===== config.mk =====
export PLATFORM = sky130hd
export DESIGN_NAME = board_scanner
export DESIGN_NICKNAME = d
export VERILOG_FILES = /design/src/rtl/sensor_pkg.sv /design/src/rtl/sync_2ff.sv /design/src/rtl/board_scanner.sv
export SDC_FILE = /design/constraint.sdc
export NUM_CORES = 1
export LEC_CHECK = 0
export BUFFER_PORTS_ARGS = -buffer_cell sky130_fd_sc_hd__clkbuf_2
export CAP_MARGIN = 30
export CORE_ASPECT_RATIO = 0.5
export CORE_MARGIN = 3
export CORE_UTILIZATION = 35
export CTS_CLUSTER_SIZE = 20
export DETAILED_ROUTE_END_ITERATION = 12
export PLACE_DENSITY_LB_ADDON = 0.3
export SKIP_LAST_GASP = 1
export SYNTH_ARGS = -nofsm -noshare
export SYNTH_HDL_FRONTEND = slang
export SYNTH_SLANG_ARGS = --single-unit

===== constraint.sdc =====
create_clock -name clock -period 4.85 [get_ports clock]
set_input_delay 0.485 -clock clock [delete_from_list [all_inputs] [get_ports clock]]
set_output_delay 0.485 -clock clock [all_outputs]
set_load 0.005 [all_outputs]

===== src/rtl/sensor_pkg.sv =====
// rtl/sensor_pkg.sv - shared board-sensor constants, scan FSM encoding and bit mapping
// Purpose: constants and types shared by the board scanner and the sensor manager.
// Ports: none (package).
package sensor_pkg;

    localparam int NUM_COLS               = 4;
    localparam int NUM_ROWS               = 8;
    localparam int BOARD_BITS             = NUM_COLS * NUM_ROWS;
    localparam int SETTLE_CYCLES_DEFAULT  = 4;
    localparam int DEBOUNCE_SCANS_DEFAULT = 3;

    typedef enum logic [1:0] {
        SCAN_SETTLE = 2'd0,
        SCAN_SAMPLE = 2'd1,
        SCAN_COMMIT = 2'd2
    } scan_state_t;

    // Square (row, col) maps to board bit row*NUM_COLS + col.
    function automatic logic [4:0] row_base(input logic [2:0] row);
        return {row, 2'b00};
    endfunction

endpackage


===== src/rtl/sync_2ff.sv =====
// rtl/sync_2ff.sv - two-flop synchroniser for asynchronous inputs
// Purpose: brings an asynchronous bus into the clock domain.
// Ports: clock, reset (async, active-high), d (async input), q (synchronised output).
module sync_2ff #(
    parameter int               WIDTH       = 4,
    parameter logic [WIDTH-1:0] RESET_VALUE = '1
) (
    input  logic             clock,
    input  logic             reset,
    input  logic [WIDTH-1:0] d,
    output logic [WIDTH-1:0] q
);

    logic [WIDTH-1:0] meta;

    always_ff @(posedge clock or posedge reset) begin
        if (reset) begin
            meta <= RESET_VALUE;
            q    <= RESET_VALUE;
        end else begin
            meta <= d;
            q    <= meta;
        end
    end

endmodule


===== src/rtl/board_scanner.sv =====
// rtl/board_scanner.sv - row-multiplexed board occupancy scanner with frame debounce
// Purpose: drives row_sel through 8 rows, samples 4 active-low columns per row,
//          and commits a 32-bit occupancy image after DEBOUNCE_SCANS identical frames.
// Ports: clock, reset (async, active-high), col_in (async active-low columns),
//        row_sel (current row), board_state (committed image), board_valid,
//        changed (sticky, cleared by ack), ack, frame_done (end-of-frame pulse).
module board_scanner
    import sensor_pkg::*;
#(
    parameter int SETTLE_CYCLES  = SETTLE_CYCLES_DEFAULT,
    parameter int DEBOUNCE_SCANS = DEBOUNCE_SCANS_DEFAULT
) (
    input  logic                  clock,
    input  logic                  reset,
    input  logic [NUM_COLS-1:0]   col_in,
    output logic [2:0]            row_sel,
    output logic [BOARD_BITS-1:0] board_state,
    output logic                  board_valid,
    output logic                  changed,
    input  logic                  ack,
    output logic                  frame_done
);

    localparam logic [7:0] SETTLE_LAST = 8'(SETTLE_CYCLES - 1);
    localparam logic [3:0] DEB_TARGET  = 4'(DEBOUNCE_SCANS);

    scan_state_t           state, state_next;
    logic [7:0]            settle_cnt;
    logic                  settle_done;
    logic [NUM_COLS-1:0]   col_sync;
    logic [BOARD_BITS-1:0] scan_buf;
    logic [BOARD_BITS-1:0] candidate, cand_next;
    logic [3:0]            stable_cnt, cnt_next;
    logic                  commit_update;

    sync_2ff #(.WIDTH(NUM_COLS), .RESET_VALUE('1)) u_col_sync (
        .clock (clock),
        .reset (reset),
        .d     (col_in),
        .q     (col_sync)
    );

    assign settle_done = (settle_cnt == SETTLE_LAST);

    always_ff @(posedge clock or posedge reset) begin
        if (reset) state <= SCAN_SETTLE;
        else       state <= state_next;
    end

    always_comb begin
        state_next = state;
        frame_done = 1'b0;
        case (state)
            SCAN_SETTLE: if (settle_done) state_next = SCAN_SAMPLE;
            SCAN_SAMPLE: state_next = (row_sel == 3'd7) ? SCAN_COMMIT : SCAN_SETTLE;
            SCAN_COMMIT: begin
                frame_done = 1'b1;
                state_next = SCAN_SETTLE;
            end
            default:     state_next = SCAN_SETTLE;
        endcase
    end

    // Debounce: a new frame image restarts the count; a repeat saturates it.
    // The commit decision uses the post-update candidate/count.
    always_comb begin
        cand_next = candidate;
        cnt_next  = stable_cnt;
        if (scan_buf != candidate) begin
            cand_next = scan_buf;
            cnt_next  = 4'd1;
        end else if (stable_cnt != DEB_TARGET) begin
            cnt_next  = stable_cnt + 4'd1;
        end
        commit_update = (state == SCAN_COMMIT) && (cnt_next == DEB_TARGET) &&
                        ((cand_next != board_state) || !board_valid);
    end

    always_ff @(posedge clock or posedge reset) begin
        if (reset) begin
            settle_cnt  <= '0;
            row_sel     <= '0;
            scan_buf    <= '0;
            candidate   <= '0;
            stable_cnt  <= '0;
            board_state <= '0;
            board_valid <= 1'b0;
            changed     <= 1'b0;
        end else begin
            settle_cnt <= (state == SCAN_SETTLE && !settle_done) ? settle_cnt + 8'd1 : 8'd0;

            if (state == SCAN_SAMPLE) begin
                scan_buf[row_base(row_sel) +: NUM_COLS] <= ~col_sync;
                if (row_sel != 3'd7) row_sel <= row_sel + 3'd1;
            end

            if (state == SCAN_COMMIT) begin
                row_sel    <= 3'd0;
                candidate  <= cand_next;
                stable_cnt <= cnt_next;
            end

            if (commit_update) begin
                board_state <= cand_next;
                board_valid <= 1'b1;
            end

            // A commit in the same cycle as ack wins so the new image is not missed.
            if (commit_update) changed <= 1'b1;
            else if (ack)      changed <= 1'b0;
        end
    end

endmodule


Word level (Yosys, flattened, before mapping) --
Cells that the tools add are included.
Cells by class: add/subtract/negate cells 4, equal/unequal tests 10, shift operators 2, mux-type cells 14, bitwise gates (word level) 1, reductions and logical operators 11
Operator list (number):
- 32-bit inequality test | 2
- 32-bit bitwise mux | 1
- 32-bit two-way mux | 1
- 4-bit by 7-bit variable shift with 32-bit output (first input constant) | 1
- 4-bit by 7-bit indexed part select with 32-bit output | 1
- 3-bit two-way mux | 3
- 8-bit by 1-bit adder with 8-bit output (second input constant) | 1
- 8-bit by 2-bit == test with 1-bit output (second input constant) | 1
- 4-bit two-way mux | 2
- 8-bit two-way mux | 1
- 5-bit negator with 7-bit output | 1
- 2-bit nonzero test | 3
- 4-bit by 1-bit adder with 4-bit output (second input constant) | 1
- 4-bit by 2-bit == test with 1-bit output (second input constant) | 1
- 2-bit two-way mux | 2
- 4-bit by 2-bit inequality test with 1-bit output (second input constant) | 1
- 4-bit NOT | 1
- 2-bit case mux with 2 select lines | 1
- 3-bit by 1-bit adder with 3-bit output (second input constant) | 1
- 3-bit == test (second input constant) | 1
- 1-bit logical AND | 3
- 1-bit two-way mux | 3
- 3-bit inequality test (second input constant) | 1
- 2-bit by 1-bit == test with 1-bit output (second input constant) | 1
- 6 further kinds | 7
Storage, ports and cells: flip-flop bits (word level) 123, input bits 7, output and inout bits 38, logic and storage cells 53

Depth between registers and ports, before layout --
word-level depth 7, depth in mapped cells 8, mapped depth without buffers 8

Cells and area by module --
A second synthesis with hierarchy kept.
Second synthesis, totals: cell total of the unflattened synthesis 434, area total of the unflattened synthesis 5631.7 um2
By module, submodules not included:
- board_scanner | instances 1, cells an instance 425, area each 5417.7 um2, seq. area each 2877.8 um2
- sync_2ff | instances 1, cells an instance 9, area each 214.0 um2, seq. area each 210.2 um2

Least setup slack after synthesis --
No wires, ideal clock.
path kind register to register, from register scan_buf[9], to register board_state[10], setup time 0.125 ns, arrival 2.090 ns, data required time 4.725 ns, slack 2.635 ns, cell stages (with the launch flop) 8, path buffers 1, clock period less this slack 2.215 ns, path through dfrtp_1 > xnor2_1 > nand4_1 > nor4_1 > nand4_1 > o41ai_4 > buf_6 > mux2_4
On the way: longest elaborated chain between the ends 5, elaborated cells on any way between the ends 8, those cells by class 3 x eq/ne; 2 x mux; 3 x reduce/logical
RTL lines:
- start: declaration | line board_scanner.sv:31 | logic [BOARD_BITS-1:0] scan_buf;
- start signal: indexed assignment | line board_scanner.sv:93 | scan_buf[row_base(row_sel) +: NUM_COLS] <= ~col_sync;
- 32-bit inequality test | line board_scanner.sv:69 | if (scan_buf != candidate) begin
- 32-bit two-way mux / 4-bit two-way mux (equally long branches) | line board_scanner.sv:69
- 32-bit inequality test / 4-bit by 2-bit == test with 1-bit output (equally long branches) | line board_scanner.sv:76, board_scanner.sv:75
- 1-bit logical OR / 1-bit logical AND (equally long branches) | line board_scanner.sv:76, board_scanner.sv:75
- 1-bit logical AND | line board_scanner.sv:75 | commit_update = (state == SCAN_COMMIT) && (cnt_next == DEB_TARGET) &&
- end signal: assignment | line board_scanner.sv:104 | board_state <= cand_next;
- end: declaration | line board_scanner.sv:17 | output logic [BOARD_BITS-1:0] board_state,
Several ways; a longest one is shown, not always the timed one. A chain may end at the register's enable or synchronous reset.

Worst setup path in the final report --
from register scan_buf[27], to register board_state[30]
Same word-level chain as after synthesis.

==> impl_metrics.toml <==
[final_layout]
fin_area_um2 = 6830
layout-drive-gt1-share = 0.357
nets = 510
multi_input_area_um2 = 2540
fin_util = 0.435
seq_area_um2 = 3090
antenna_cells = 0
syn2layout_area_growth_pct = 19.5
nFillCells = 1473

[worst_setup_path]
critical_path.most_common_cell = "nand4_1"
cp.required_ps = 5150
reg2reg_depth = 7
cp-end-kind = "register"
path_max_fanout = 23
cp_slowest_cell = "o41ai_4"
cp_cell_sequence = "xnor2_1 -> nand4_1 -> nor4_1 -> nand4_1 -> o41ai_4 -> buf_4 -> mux2_2"
start_kind = "register"
critPathKind = "register to register"
path_buf_inv = 1
worst-path-stages = 7
worstPathArrival_ps = 3640
slowest_delay_ps = 930
crit_family = "compound AO/OA/AOI/OAI gates"

[yosys]
ys_warn_count = 0
synth.largest_area_cell = "dfrtp_1"
synth_fp_nets = 451
syn_area_um2 = 5720
synth_edf_count = 0
synthTopCellsByArea = "dfrtp_1, mux2_2, mux2_4"
ys_types = 37
postSynth.asyncResetShare = 1.00
syn_inst = 432
synth_top_area_share = 0.504
yosys-top-cells-count = "dfrtp_1, mux2_2, xor2_1"
avgSynthCellArea_um2 = 13.2
ys.flop_type = "dfrtp_1"
synth_most_common_cell = "dfrtp_1"
ys_ff_latch = 123
ys_seq_area_frac = 0.540

[routing]
routed_via_density = 4.75
vias = 3444
drtAntennaViolNets = 0
wl_per_cell_um = 17.6
routed_wl_um = 12700
drt_iter0_drc = 201
drc_errors = 0
first_pass_iters = 4

[sta]
fmax_mhz = 300
finalHoldViolCount = 0
fin_crit_sh = 0.687
maxSlewHeadroom = 0.367
drv_slew = 0
setup_violations = 0
fin_crit_ps = 3330
finalClockSkew_ps = 10.4
holdWs_ps = 109
worstMarginPinSlew_ps = 947
rsz0062_at_grt = "no"
tns_ps = 0

[die]
dieArea_um2 = 18000
rows = 32
io_pins = 45
start_util = 0.364
coreArea_um2 = 15700
die_h_um = 96.4
die_x_um = 187

[power]
power_density_nw_per_um2 = 374
totalPowerFinal_mw = 2.55
peakVddDrop_mv = 0.245
power_leakage_nw = 3.08

[grt]
grt_util_met3 = 0.0364
grt.overflow.total = 0
antenna_found_initial = 0
met2_usage = 0.213
use_met1 = 0.217
grt_pass1_vias = 3490
grt_usage = 0.150
grt_max_degree = 54
busiest_layer = "met1"
grt_pass1_wl_um = 20100

[placed_design]
io_buffers = 44
place_congestion = 0.781
dpl-instance-area_um2 = 6190
dpl.hpwl_um = 9090

[clock_tree]
cts_setup_buffers = 0
cts_root_buffer = "clkbuf_16"
cts_buffer_depth = 2
hold_buffers = 0
clk_latency_ps = 420
cts_buffers = 17
path_clk_slew_ps = 60
ctsResizeCount = 0
cts_tree = "yes"
htree_levels = 4
cts.sinks = 123

[min_path]
hold_path.class = "input pin to asynchronous set/reset pin"

[outcome]
status = "finished clean"

[flow_run]
drv_cap = 0
==> state kept, by name, summed over array words and instances, names as in the netlist <==
register         count
board_state         32
candidate           32
scan_buf            32
settle_cnt           8
stable_cnt           4
u_col_sync.meta      4
u_col_sync.q         4
row_sel              3
state                2
board_valid          1
changed              1
==> cell type report <==
cell class | instances | share of cell area
Multi-Input combinational cell | 290 | 0.371
Clock inverter | 11 | 0.0244
Inverter | 11 | 0.00641
Sequential cell | 123 | 0.452
Clock buffer | 21 | 0.0689
Tap cell | 221 | 0.0405
Timing Repair Buffer | 48 | 0.0366
==> kinds of logic (layout without fill, tap and decap cells) <==
group                    count (synthesis)  count (layout)  share of synthesized area
multiplexers                            89              89                      0.194
XOR/XNOR                                71              71                      0.109
flip-flops                             123             123                      0.540
buffers and inverters                   19              91                     0.0164
adder cells (fa/ha/maj)                 12              12                     0.0263
AND/OR/NAND/NOR                         91              91                     0.0801
AO/OA/AOI/OAI                           27              27                     0.0339
==> power breakdown <==
part	switching, mW	total [mW]	internal, mW
clock	0.465	1.36	0.898
combinational	0.0477	0.0902	0.0424
sequential	0.0404	1.10	1.06
==> layer usage <==
layer / up-vias / wire, um
li1: 1646 / -
met1: 1732 / 6720
met2: 56 / 5390
met3: 10 / 502
met4: 0 / 129
met5: - / 0
==> path summary, 6_finish.rpt <==
check                                   start                 end  slack (ps)
max                              scan_buf[27]     board_state[30]        1520
min                                     reset     board_state[22]         110
max reg2reg                      scan_buf[27]     board_state[30]        1520
min reg2reg                u_col_sync.meta[1]     u_col_sync.q[1]         360
max in group asynchronous               reset        scan_buf[10]        3660
min in group clock                  col_in[2]  u_col_sync.meta[2]         160
==> cells in the final DEF (no fill, tap or decap), types with 4 or more instances in the layout <==
| cell type | count |
|---|---|
| dfrtp_1 | 115 |
| mux2_2 | 59 |
| clkbuf_2 | 44 |
| xor2_1 | 41 |
| xnor2_1 | 30 |
| mux2_4 | 29 |
| nand2_1 | 22 |
| nor2_1 | 21 |
| clkbuf_16 | 17 |
| nand4_1 | 11 |
| nand3_1 | 11 |
| ha_1 | 11 |
| nor4_1 | 10 |
| inv_1 | 9 |
| o21ai_0 | 9 |
| dfstp_2 | 8 |
| o31ai_1 | 6 |
| bufinv_16 | 4 |
| buf_4 | 4 |
==> metrics by stage <==
| stage | instances | worst slack [ps] |
|---|---|---|
| after global placement | 693 | 1580 |
| after global routing | 725 | 1340 |
| after floorplan | 432 | 1110 |
| after detailed placement | 693 | 1520 |
| final | 725 | 1520 |
| after CTS | 725 | 1520 |
Power figures use the tool's default switching activity.
